**config.mk**
```make
export PLATFORM = sky130hd
export DESIGN_NAME = mem_subword_adapter
export DESIGN_NICKNAME = d
export VERILOG_FILES = /design/src/rtl/mem_subword_adapter.sv
export SDC_FILE = /design/constraint.sdc
export NUM_CORES = 1
export LEC_CHECK = 0
export CORE_MARGIN = 4
export CORE_UTILIZATION = 43
export CTS_BUF_LIST = sky130_fd_sc_hd__clkbuf_8 sky130_fd_sc_hd__clkbuf_16
export DETAILED_ROUTE_END_ITERATION = 6
export GPL_TIMING_DRIVEN = 0
export PLACE_DENSITY_LB_ADDON = 0.3
export SYNTH_ARGS = -nofsm -noshare
export SYNTH_HDL_FRONTEND = slang
export SYNTH_SLANG_ARGS = --single-unit
```
**constraint.sdc**
```tcl
create_clock -name CLK -period 2.2 [get_ports CLK]
set_input_delay 0.44 -clock CLK [delete_from_list [all_inputs] [get_ports CLK]]
set_output_delay 0.44 -clock CLK [all_outputs]
set_load 0.005 [all_outputs]
```
**src/rtl/mem_subword_adapter.sv**
```systemverilog
// Byte/half/word load-store adapter in front of a 32-bit word-only memory.
// Sub-word stores are read-modify-write; loads are lane-extracted and extended.
module mem_subword_adapter #(
   parameter int ADDR_WIDTH  = 32,
   parameter bit CHECK_ALIGN = 1'b1
) (
   input  logic                  CLK,
   input  logic                  RESET,
   input  logic                  req_valid,
   output logic                  req_ready,
   input  logic                  req_write,
   input  logic [1:0]            req_size,
   input  logic                  req_unsigned,
   input  logic [ADDR_WIDTH-1:0] req_addr,
   input  logic [31:0]           req_wdata,
   output logic                  resp_valid,
   input  logic                  resp_ready,
   output logic [31:0]           resp_rdata,
   output logic                  resp_exception,
   output logic [ADDR_WIDTH-1:0] mem_read_address,
   input  logic [31:0]           mem_read_data,
   input  logic                  mem_read_exception,
   output logic                  mem_write_enable,
   output logic [ADDR_WIDTH-1:0] mem_write_address,
   output logic [31:0]           mem_write_data,
   input  logic                  mem_write_exception
);

   typedef enum logic [2:0] {IDLE, LOAD, MERGE, WRITE, RESP} state_t;

   state_t                  state, state_next;
   logic [1:0]              size_q;
   logic                    uns_q;
   logic [ADDR_WIDTH-1:0]   addr_q;
   logic [31:0]             merged_q;
   logic [31:0]             rdata_q;
   logic                    exc_q;
   logic [ADDR_WIDTH-1:0]   acc_addr;
   logic [ADDR_WIDTH-1:0]   aligned;
   logic                    misaligned;
   logic                    bad_req;

   function automatic logic [31:0] extract_lane(input logic [31:0] word, input logic [1:0] size,
                                                input logic [1:0] lane, input logic uns);
      logic [7:0]  b;
      logic [15:0] h;
      logic [31:0] r;
      case (lane)
         2'd0:    b = word[7:0];
         2'd1:    b = word[15:8];
         2'd2:    b = word[23:16];
         default: b = word[31:24];
      endcase
      h = lane[1] ? word[31:16] : word[15:0];
      case (size)
         2'd0:    r = uns ? {24'd0, b} : {{24{b[7]}}, b};
         2'd1:    r = uns ? {16'd0, h} : {{16{h[15]}}, h};
         default: r = word;
      endcase
      return r;
   endfunction

   function automatic logic [31:0] merge_lane(input logic [31:0] word, input logic [15:0] wd,
                                              input logic [1:0] size, input logic [1:0] lane);
      logic [31:0] r;
      r = word;
      if (size == 2'd1) begin
         if (lane[1]) r[31:16] = wd;
         else         r[15:0]  = wd;
      end else begin
         case (lane)
            2'd0:    r[7:0]   = wd[7:0];
            2'd1:    r[15:8]  = wd[7:0];
            2'd2:    r[23:16] = wd[7:0];
            default: r[31:24] = wd[7:0];
         endcase
      end
      return r;
   endfunction

   // Without alignment checking, the request address is forced to natural alignment.
   always_comb begin
      acc_addr = req_addr;
      if (!CHECK_ALIGN) begin
         if (req_size == 2'd1)      acc_addr[0]   = 1'b0;
         else if (req_size == 2'd2) acc_addr[1:0] = 2'b00;
      end
   end

   assign misaligned = ((req_size == 2'd1) && req_addr[0]) ||
                       ((req_size == 2'd2) && (req_addr[1:0] != 2'b00));
   assign bad_req    = (req_size == 2'd3) || (CHECK_ALIGN && misaligned);

   assign aligned           = {addr_q[ADDR_WIDTH-1:2], 2'b00};
   assign mem_read_address  = aligned;
   assign mem_write_address = aligned;
   assign mem_write_data    = merged_q;
   assign resp_rdata        = rdata_q;
   assign resp_exception    = exc_q;

   always_comb begin
      state_next       = state;
      req_ready        = 1'b0;
      resp_valid       = 1'b0;
      mem_write_enable = 1'b0;
      case (state)
         IDLE: begin
            req_ready = 1'b1;
            if (req_valid) begin
               if (bad_req)               state_next = RESP;
               else if (!req_write)       state_next = LOAD;
               else if (req_size == 2'd2) state_next = WRITE;
               else                       state_next = MERGE;
            end
         end
         LOAD:  state_next = RESP;
         MERGE: state_next = mem_read_exception ? RESP : WRITE;
         WRITE: begin
            mem_write_enable = 1'b1;
            state_next       = RESP;
         end
         RESP: begin
            resp_valid = 1'b1;
            if (resp_ready) state_next = IDLE;
         end
         default: state_next = IDLE;
      endcase
   end

   always_ff @(posedge CLK or negedge RESET) begin
      if (!RESET) state <= IDLE;
      else        state <= state_next;
   end

   // merged_q doubles as the latched store data until the read half of a merge completes.
   always_ff @(posedge CLK or negedge RESET) begin
      if (!RESET) begin
         size_q   <= 2'd0;
         uns_q    <= 1'b0;
         addr_q   <= '0;
         merged_q <= 32'd0;
         rdata_q  <= 32'd0;
         exc_q    <= 1'b0;
      end else begin
         case (state)
            IDLE: begin
               if (req_valid) begin
                  size_q   <= req_size;
                  uns_q    <= req_unsigned;
                  addr_q   <= acc_addr;
                  merged_q <= req_wdata;
                  rdata_q  <= 32'd0;
                  exc_q    <= bad_req;
               end
            end
            LOAD: begin
               rdata_q <= mem_read_exception ? 32'd0
                          : extract_lane(mem_read_data, size_q, addr_q[1:0], uns_q);
               exc_q   <= mem_read_exception;
            end
            MERGE: begin
               if (!mem_read_exception)
                  merged_q <= merge_lane(mem_read_data, merged_q[15:0], size_q, addr_q[1:0]);
               exc_q <= mem_read_exception;
            end
            WRITE: exc_q <= mem_write_exception;
            default: ;
         endcase
      end
   end

endmodule

```
Word-level counts from Yosys, hierarchy flattened
Cells that the tools add are included.
- input bits: 106
- register bits after elaboration: 103
- logic and storage cells: 75
- reduce and logical (&&, ||, !) cells: 21
- equality and inequality tests: 15
- mux-type cells: 30
- operator list (operator ; number):
    2-to-1 mux 32 bit ; 7
    one-hot mux 32 bit (2 select lines) ; 3
    2-to-1 mux 16 bit ; 3
    2-to-1 mux 8 bit ; 4
    one-hot mux 8 bit (3 select lines) ; 1
    2-to-1 mux 3 bit ; 4
    one-hot mux 3 bit (4 select lines) ; 1
    AND reduction 2 bit ; 4
    equality test 2 x 1 -> 1 bit (second input constant) ; 3
    equality test 2 bit (second input constant) ; 3
    equality test 3 x 2 -> 1 bit (second input constant) ; 2
    inequality test 2 bit (second input constant) ; 3
    inequality test 3 bit (second input constant) ; 2
    nonzero test 2 bit ; 3
    2-to-1 mux 1 bit ; 5
    AND reduction 5 bit ; 1
    zero test 2 bit ; 2
    AND reduction 4 bit ; 1
    OR reduction 2 bit ; 2
    equality test 3 x 1 -> 1 bit (second input constant) ; 1
    equality test 3 bit (second input constant) ; 1
    zero test 3 bit ; 1
    one-hot mux 1 bit (3 select lines) ; 1
    AND reduction 3 bit ; 1
    other kinds (5) ; 7

Depth between registers and ports, before layout
Gate-level depths: netlist of the first run.
- depth after elaboration: 7
- mapped depth: 7
- mapped depth without buffers: 4

Least setup slack after synthesis of the first run
No wires, ideal clock.
- kind: register -> register
- start point: register state[2]
- end point: register merged_q[0] (netlist: mem_write_data[0])
- setup time: 0.125 ns
- data required time: 2.075 ns
- arrival: 1.650 ns
- buffers on the path: 1
- clock period less this slack: 1.775 ns
- setup slack: 0.425 ns
- stages on the path, launching flop included: 6
- path through: dfrtp_1 > buf_2 > nor2_1 > o21ai_1 > nor2_2 > mux2_2
- word-level cells in the longest chain between the ends: 3
- elaborated cells on any way between the ends: 9
- classes of those cells: eq/ne (5); mux (1); reduce/logical (3)
- RTL lines (what ; RTL line ; RTL):
    from (decl) ; 31 ; state_t state, state_next;
    from (signal assigned) ; 132 ; else state <= state_next;
    equality test 3 x 2 -> 1 bit or zero test 3 bit (tied branches) ; 145 ; case (state)
    inequality test 3 bit (no line) (tied with other cells) ; n/a ;
    AND reduction 5 bit (no line) ; n/a ;
    to (signal assigned) ; 151 ; merged_q <= req_wdata;
    to (signal assigned) ; 163 ; merged_q <= merge_lane(mem_read_data, merged_q[15:0], size_q, addr_q[1:0]);
    to (decl) ; 35 ; logic [31:0] merged_q;
Parallel ways exist; a longest one is shown, timed or not.
A chain may end at the register's enable or synchronous reset.

Worst setup path in the final report of the first run
- start point: register state[2]
- end point: output port mem_write_enable
- word-level cells in the longest chain between the ends: 2
- RTL lines (what ; RTL line ; RTL):
    equality test 3 x 2 -> 1 bit ; 106 ; case (state)
    2-to-1 mux 1 bit ; 106 ;
    to (decl) ; 23 ; output logic mem_write_enable,
Every way passes these cells.

==> reports/metrics.cfg, run 1 <==
[outcome]
status = completed

[sta]
slew_headroom_pct = 54.48
hold_violations = 0
setup_violations = 0
drv_slew = 0
clock_skew_ps = 6.172
rsz0062_at_grt = false
fin_crit_sh_pct = 96.46
fin_crit_ps = 2122
worst_hold_slack_ps = 94.60
worst_pin_slew_ps = 679.1
fin_setup_tns_ps = 0
setup_ws_ps = 77.88
clock.fmax_mhz = 471.2

[detailed_routing]
vias = 5581
dr.pass1.iters = 7
route.detailed.drc = 0
dr.max_layer_used = met4
postRouteAntennaNets = 0
route.met2.wl_um = 9788
drt_wl_total_um = 19620
met3_length_um = 1458
routed_via_density = 5.356
wl_met1_um = 7843
first_iter_violations = 498
wl_per_cell_um = 18.83

[synth]
synth_xor_area_share_pct = 0
synthAdderAreaFrac_pct = 0
synth_top_area_cell = dfrtp_1
synth_seq_area_share_pct = 45.40
synth_top_area_share_pct = 45.40
netlist_area_sq_um = 5677
syn_area_per_cell_sq_um = 9.230
async_flop_share_pct = 100.0
yosys-top-cells-area = dfrtp_1 (45%), nand2_1 (9.1%), buf_4 (8.5%), mux2i_1 (5.6%), mux2_2 (3.2%)
synth_ff_type = dfrtp_1
synth_edf_count = 0
synth_top_family_by_area = simple AND/OR/NAND/NOR gates
ys_warn_count = 0
synthCells = 615
synth-simple-area-share_pct = 18.96
ys_types = 52
muxShareOfSynthArea_pct = 9.213
synth_compound_area_share_pct = 14.50
ys_seq_elements = 103

[die]
start_util_pct = 44.44
die_y_um = 122.9
die_w_um = 122.9
rows = 41
io_pins = 238
die-area_sq_um = 15100
core_area_sq_um = 12770

[cts]
clock_latency_ps = 350
clock_path_buffers = 2
cts_tree = built
cts_root_buffer = clkbuf_16
cts.reportedPaths.clkPinSlew_ps = 70
h-tree-depth = 3
clock-sinks = 103
cts_buffers = 9

[pwr]
vdd.ir_drop.worst_v = 0.0006744
power_per_cell_area_nw_per_um2 = 1269
leakagePower_nw = 3.965
power_mw = 10.94

[placed_design]
numPlacedInstances = 1024
gp_congestion = 0.9803
port-buffer-count = 233
dp_slack_ps = -402.8
dp_hpwl_um = 15350

[final_layout]
final_common_cell = clkdlybuf4s50_1
nNetsFinal = 971
diodes = 0
final_layout_size_suffix_gt1_share_pct = 14.37
fillCellCount = 998
syn2layout_area_growth_pct = 51.88
mostFrequentLayoutCells = clkdlybuf4s50_1 (232), nand2_1 (137), dfrtp_1 (103)
final_cells = 1042

[global_route]
antenna_found_initial = 0
grt_pass1_vias = 5648
grt_pass1_wl_um = 29710
grt_max_degree = 59
track_usage_pct = 25.77
grt.overflow.total = 0

[critical_path]
r2r_setup_slack_ps = 160
timing.rr.end = mem_write_data[7]$_DFFE_PN0P_
crit_type = flip-flop to output port
cp_max_fo = 10
r2r_cells = 5
worstReg2RegStart = state[2]$_DFFE_PN0P_
end_kind = output port
start_kind = flip-flop
startpoint = state[2]$_DFFE_PN0P_
required_ps = 1760
cp.arrival_ps = 1680

[job]
max-cap-violations = 0

[min_path]
hold_class = input port to asynchronous set/reset pin

layer usage:
layer  global-route usage (%)  up-vias
met3                    4.941       36
met5                        0        -
met1                    33.03     2728
met2                    42.98      255
met4                    10.50        0
li1                         -     2562
logic make-up (layout without fill, tap and decap cells):
logic type / after synthesis / in the layout
simple gates: 230 / 230
mux: 49 / 49
other cells: 1 / 4
compound gates: 123 / 123
buf+inv: 109 / 361
flops: 103 / 103
Yosys cell counts, types with 2 or more instances:
library cell,count
o21ai_1,3
nand2_1,137
buf_2,13
dfrtp_1,103
mux2i_1,32
a32o_1,8
a221o_1,7
o211ai_1,17
buf_1,2
nor2b_1,2
mux2_2,16
nor2_1,6
nor3_1,10
clkbuf_1,23
nand3_1,18
a21oi_1,35
nand2b_1,24
inv_1,4
o21a_1,4
clkinv_1,2
buf_4,64
and2_1,9
a22oi_1,16
o21ai_0,21
nor4_1,5
and3_1,8
worst max-delay path: stages (launching register included):
cell,delay (ps)
dfrtp_1,420
buf_2,200
and3b_1,220
clkdlybuf4s50_1,500
registers in the layout, summed over array words and instances (netlist names):
| register | count |
|---|---|
| addr_q | 32 |
| mem_write_data | 32 |
| resp_exception | 1 |
| resp_rdata | 32 |
| size_q | 2 |
| state | 3 |
| uns_q | 1 |
worst max path at each step:
stage                                          to  depth (start not counted)  slack [ps]
floorplan           mem_write_data[0]$_DFFE_PN0P_                          5         420
global placement           addr_q[10]$_DFFE_PN0P_                          1       -3140
detailed placement  mem_write_data[4]$_DFFE_PN0P_                          5        -400
CTS                    resp_rdata[15]$_DFFE_PN0P_                          5           2
global route                addr_q[0]$_DFFE_PN0P_                          6           9
finish                           mem_write_enable                          3          80
layout make-up:
class	instances	area, sq um	share of cell area (%)
repair buffers	236	2372	27.51
multi-input cells	406	2462	28.56
plain buffers	103	658.1	7.633
flip-flops and latches	103	2577	29.89
clock buffers	9	225.2	2.612
clock inverters	7	88.84	1.030
well taps	172	215.2	2.496
inverters	6	22.52	0.2612
power breakdown:
part / internal [mW] / switching [mW]
Clock: 0.989 / 0.704
Sequential: 2.64 / 0.662
Combinational: 3.45 / 2.49
through the flow:
step	utilization (%)	area (sq um)
final	67.50	8622
after global routing	67.50	8622
after CTS	67.18	8581
after detailed placement	64.67	8260
after global placement	64.47	8235
after floorplan	-	5688
what timing repair did:
item	in CTS	in global routing
resized for setup	2	12
setup buffers	0	2
gates cloned	0	0
setup endpoints to repair	9	18
pin swaps	0	2
hold buffers	0	0
endpoints found under the hold margin	0	0
(Power assumes the default switching activity.)
==> run 2: changes to the inputs <==
--- a/config.mk
+++ b/config.mk
@@ -5,6 +5,7 @@
 export SDC_FILE = /design/constraint.sdc
 export NUM_CORES = 1
 export LEC_CHECK = 0
+export CAP_MARGIN = 30
 export CORE_MARGIN = 4
 export CORE_UTILIZATION = 43
 export CTS_BUF_LIST = sky130_fd_sc_hd__clkbuf_8 sky130_fd_sc_hd__clkbuf_16
==> reports/metrics.cfg, run 2 (synthesis results as in run 1) <==
[sta]
fin_crit_sh_pct = 96.46  ; unchanged
slew_headroom_pct = 54.48  ; unchanged
drv_slew = 0  ; unchanged
rsz0062_at_grt = false
setup_violations = 0  ; unchanged
clock.fmax_mhz = 471.2  ; unchanged
fin_crit_ps = 2122  ; unchanged
hold_violations = 0  ; unchanged
clock_skew_ps = 6.172  ; unchanged
setup_ws_ps = 77.88  ; unchanged
worst_pin_slew_ps = 679.1  ; unchanged
worst_hold_slack_ps = 94.60  ; unchanged

[die]
rows = 41  ; unchanged
start_util_pct = 44.44  ; unchanged
die-area_sq_um = 15100  ; unchanged
core_area_sq_um = 12770  ; unchanged
die_w_um = 122.9  ; unchanged
io_pins = 238  ; unchanged
die_y_um = 122.9  ; unchanged

[detailed_routing]
first_iter_violations = 498  ; unchanged
drt_wl_total_um = 19620  ; unchanged
dr.pass1.iters = 7  ; unchanged
postRouteAntennaNets = 0  ; unchanged
route.detailed.drc = 0  ; unchanged
routed_via_density = 5.356  ; unchanged
wl_per_cell_um = 18.83  ; unchanged
vias = 5581  ; unchanged

[critical_path]
crit_type = flip-flop to output port
max_stage_delay_ps = 500  ; about the same
critPathSlowestCell = clkdlybuf4s50_1
cp.arrival_ps = 1680  ; about the same
required_ps = 1760  ; about the same
cp_max_fo = 10  ; unchanged
start_kind = flip-flop
end_kind = output port
crit_chain = buf_2 > and3b_1 > clkdlybuf4s50_1
crit_family = buffers and inverters
cp.buffers_inverters = 2  ; unchanged

[pwr]
power_per_cell_area_nw_per_um2 = 1269  ; unchanged
leakagePower_nw = 3.965  ; unchanged
vdd.ir_drop.worst_v = 0.0006744  ; unchanged
power_mw = 10.94  ; unchanged

[final_layout]
fin_area_sq_um = 8622  ; unchanged
nNetsFinal = 971  ; unchanged
diodes = 0  ; unchanged
final_cells = 1042  ; unchanged
final_common_cell = clkdlybuf4s50_1
mostFrequentLayoutCells = clkdlybuf4s50_1 (232), nand2_1 (137), dfrtp_1 (103)
final_layout_size_suffix_gt1_share_pct = 14.37  ; unchanged
syn2layout_area_growth_pct = 51.88  ; unchanged

[cts]
cts.reportedPaths.clkPinSlew_ps = 70  ; about the same
clock_latency_ps = 350  ; about the same
clock_path_buffers = 2  ; unchanged
h-tree-depth = 3  ; unchanged
clock-sinks = 103  ; unchanged
cts_buffers = 9  ; unchanged
cts_tree = built
cts_root_buffer = clkbuf_16

[placed_design]
dp_hpwl_um = 15350  ; unchanged
dp_slack_ps = -402.8  ; unchanged
gp_congestion = 0.9803  ; unchanged
port-buffer-count = 233  ; unchanged
placed_cell_area_sq_um = 8260  ; unchanged
numPlacedInstances = 1024  ; unchanged

[outcome]
status = completed

[global_route]
grt_max_degree = 59  ; unchanged
grt.overflow.total = 0  ; unchanged
antenna_found_initial = 0  ; unchanged
grt_pass1_vias = 5648  ; unchanged
track_usage_pct = 25.77  ; unchanged
grt_pass1_wl_um = 29710  ; unchanged

[min_path]
hold_class = input port to asynchronous set/reset pin

[job]
max-cap-violations = 0  ; unchanged

-- run 2: what timing repair did --
| item | CTS | global route |
|---|---|---|
| hold buffers | 0 | 0 |
| resized for setup | 2 | 12 |
| setup buffers | 0 | 2 |
| endpoints found under the setup margin | 9 | 18 |
| pin swaps | 0 | 2 |
-- run 2: worst paths after layout --
check	startpoint	end	slack [ps]	cells after the start
worst max-delay path	state[2]$_DFFE_PN0P_	mem_write_enable	80	3
worst min-delay path	RESET	mem_write_data[15]$_DFFE_PN0P_	90	1
worst max register to register	state[2]$_DFFE_PN0P_	mem_write_data[7]$_DFFE_PN0P_	160	5
worst min register to register	resp_rdata[10]$_DFFE_PN0P_	resp_rdata[10]$_DFFE_PN0P_	490	1
max in group asynchronous	RESET	resp_rdata[22]$_DFFE_PN0P_	1400	2
min in group CLK	resp_rdata[10]$_DFFE_PN0P_	resp_rdata[10]$_DFFE_PN0P_	490	1
-- run 2: metal layers --
metal,GRT usage [%],part of all wire [%],up-vias
met1,33.03,40,2728
met5,0,0,-
met4,10.50,2.7,0
met3,4.941,7.4,36
li1,-,-,2562
met2,42.98,50,255
-- run 2: per-stage QoR --
step           TNS, ps  util (%)
3_3_place_gp   -333660     64.47
4_1_cts              0     67.18
3_5_place_dp    -14970     64.67
2_1_floorplan        0         -
5_1_grt              0     67.50
6_report             0     67.50
-- run 2: layout make-up --
| cell class | count | area [sq um] |
|---|---|---|
| Tap cell | 172 | 215.2 |
| Multi-Input combinational cell | 406 | 2462 |
| Fill cell | 998 | 4151 |
| Timing Repair Buffer | 236 | 2372 |
| Clock buffer | 9 | 225.2 |
| Clock inverter | 7 | 88.84 |
| Inverter | 6 | 22.52 |
| Sequential cell | 103 | 2577 |
| Buffer | 103 | 658.1 |
-- run 2: worst register-to-register path, cell delays in order (launching register included) --
cell and delay [ps]:
dfrtp_1 420, buf_2 200, nor2_1 270, o21ai_2 230, nor2_2 420, mux2_2 390
-- run 2: power breakdown --
part           switching [mW]  internal [mW]
sequential              0.662           2.64
combinational            2.49           3.45
clock                   0.704          0.989
total                    3.86           7.08
==> run 3: changes to the inputs <==
--- a/config.mk
+++ b/config.mk
@@ -7,8 +7,8 @@
 export LEC_CHECK = 0
 export CAP_MARGIN = 30
 export CORE_MARGIN = 4
-export CORE_UTILIZATION = 43
-export CTS_BUF_LIST = sky130_fd_sc_hd__clkbuf_8 sky130_fd_sc_hd__clkbuf_16
+export CORE_UTILIZATION = 44
+export CTS_BUF_LIST = sky130_fd_sc_hd__clkbuf_8
 export DETAILED_ROUTE_END_ITERATION = 6
 export GPL_TIMING_DRIVEN = 0
 export PLACE_DENSITY_LB_ADDON = 0.3
==> reports/metrics.cfg, run 3 (synthesis results as in run 1) <==
[sta]
slew_headroom_pct = 56.69  ; +2.2 points
worst_hold_slack_ps = 24.22  ; -70.38 ps
fin_setup_tns_ps = -20.36  ; -20.36 ps
clock.fmax_mhz = 450.4  ; -4.4%
fin_crit_sh_pct = 100.9  ; +4.5 points
fin_crit_ps = 2220  ; +98.24 ps
setup_violations = 1  ; +1
hold_violations = 0  ; unchanged
clock_skew_ps = 6.796  ; +0.6246 ps
worst_pin_slew_ps = 646.2  ; -32.91 ps
setup_ws_ps = -20.36  ; -98.24 ps
drv_slew = 0  ; unchanged

[outcome]
status = finished, violations left
violations = setup timing

[final_layout]
fillCellCount = 1018  ; +2.0%
syn2layout_area_growth_pct = 50.85
final_common_cell = clkdlybuf4s50_1
final_layout_size_suffix_gt1_share_pct = 14.58  ; +0.21 points
fin_area_sq_um = 8563  ; -0.68%
mostFrequentLayoutCells = clkdlybuf4s50_1 (229), nand2_1 (137), dfrtp_1 (103)
final_cells = 1043  ; +0.096%
utilization_pct = 67.86  ; +0.36 points
diodes = 0  ; unchanged
nNetsFinal = 972  ; +0.10%

[critical_path]
r2r_setup_slack_ps = 20  ; -140 ps
start_kind = input port
crit_type = input port to flip-flop
cp_max_fo = 7  ; -3
crit_family = simple AND/OR/NAND/NOR gates
crit_chain = clkdlybuf4s50_1 > nor4b_2 > nand3b_1 > nor4_1 > a221o_1
end_kind = flip-flop
cp.buffers_inverters = 1  ; -1
max_stage_delay_ps = 540  ; +40 ps
timing.rr.end = resp_rdata[3]$_DFFE_PN0P_
worstReg2RegStart = state[1]$_DFFE_PN0P_
r2r_cells = 5  ; unchanged
critPathSlowestCell = nor4_1
required_ps = 2540  ; +780 ps
cp.arrival_ps = 2560  ; +880 ps

[detailed_routing]
route.detailed.drc = 0  ; unchanged
routed_via_density = 5.352  ; about the same
first_iter_violations = 362  ; -27%
drt_wl_total_um = 20020  ; +2.1%
postRouteAntennaNets = 0  ; unchanged
dr.pass1.iters = 5  ; -2
vias = 5582  ; +0.018%
wl_per_cell_um = 19.20  ; +2.0%

[global_route]
grt_max_degree = 65  ; +10%
antenna_found_initial = 0  ; unchanged
track_usage_pct = 26.80  ; +1.0 points
grt_pass1_wl_um = 30590  ; +3.0%
grt.overflow.total = 0  ; unchanged
grt_pass1_vias = 5800  ; +2.7%

[cts]
cts_root_buffer = clkbuf_8
clock_latency_ps = 390  ; +40 ps
cts.reportedPaths.clkPinSlew_ps = 100  ; +30 ps
cts_tree = built
cts_buffers = 9  ; unchanged
ctsHoldBuffers = 0  ; unchanged
clock_path_buffers = 2  ; unchanged
clock-sinks = 103  ; unchanged
h-tree-depth = 3  ; unchanged

[placed_design]
placed_cell_area_sq_um = 8260  ; unchanged
port-buffer-count = 233  ; unchanged
numPlacedInstances = 1024  ; unchanged
dp_hpwl_um = 15740  ; +2.6%
dp_slack_ps = -455.1  ; -52.34 ps
gp_congestion = 0.9339  ; -4.7%

[min_path]
hold_class = input port to asynchronous set/reset pin

[pwr]
leakagePower_nw = 3.973  ; +0.20%
power_mw = 10.65  ; -2.6%
power_per_cell_area_nw_per_um2 = 1244  ; -2.0%
vdd.ir_drop.worst_v = 0.0007130  ; +5.7%

[die]
io_pins = 238  ; unchanged
die_y_um = 121.6  ; -1.1%
rows = 41  ; unchanged
start_util_pct = 44.98  ; +0.54 points
die-area_sq_um = 14780  ; -2.1%
die_w_um = 121.6  ; -1.1%
core_area_sq_um = 12620  ; -1.2%

[job]
max-cap-violations = 0  ; unchanged

==> run 3: cell count changes in the layout (fill, tap and decap cells not counted), sizes merged <==
cell	before	now
clkbuf	32	35
clkdlybuf4s50	232	229
dlymetal6s2s	0	3
clkinv	4	2
clkinvlp	2	1
inv	5	6
==> run 3: worst reg2reg max path, stage by stage, from the launching register on <==
cell and delay, ps:
dfrtp_1 410, buf_4 140, nor4b_2 500, nand3b_1 380
nor4_1 540, a221o_1 170
==> run 3: worst max-delay path by stage <==
stage | to | slack, ps | startpoint | cells after the start
final | resp_rdata[3]$_DFFE_PN0P_ | -20 | mem_read_exception | 5
after global placement | resp_rdata[26]$_DFFE_PN0P_ | -3110 | RESET | 1
after floorplan | mem_write_data[0]$_DFFE_PN0P_ | 420 | state[2]$_DFFE_PN0P_ | 5
after global routing | resp_rdata[21]$_DFFE_PN0P_ | -10 | mem_read_exception | 7
after detailed placement | resp_rdata[15]$_DFFE_PN0P_ | -460 | mem_read_data[23] | 5
after CTS | mem_write_data[1]$_DFFE_PN0P_ | 6 | state[2]$_DFFE_PN0P_ | 5
==> run 3: cell type report <==
type	instances	area (sq um)	share of cell area, %
Sequential cell	103	2577	30.10
Multi-Input combinational cell	406	2466	28.80
Timing Repair Buffer	237	2387	27.88
Buffer	103	663.1	7.744
Tap cell	172	215.2	2.513
Clock buffer	11	151.4	1.768
Clock inverter	5	80.08	0.9351
Inverter	6	22.52	0.2630
==> run 3: routing by layer <==
metal | part of all wire, % | routed length, um | global-route usage, %
met1 | 38 | 7535 | 32.29
met2 | 51 | 10270 | 46.08
met3 | 8.2 | 1641 | 7.057
met4 | 2.9 | 571 | 10.15
met5 | 0 | 0 | 0
==> run 3: where the power goes <==
| part | total [mW] | switching (mW) | internal [mW] |
|---|---|---|---|
| Sequential | 3.31 | 0.672 | 2.64 |
| Clock | 1.37 | 0.672 | 0.703 |
| Combinational | 5.96 | 2.51 | 3.46 |
| Total | 10.6 | 3.85 | 6.80 |
==> run 3: what timing repair did <==
item | in CTS | in global routing
cloned | 0 | 0
endpoints found under the setup margin | 2 | 14
pin swaps | 1 | 0
resized for setup | 5 | 11
setup buffers | 2 | 1
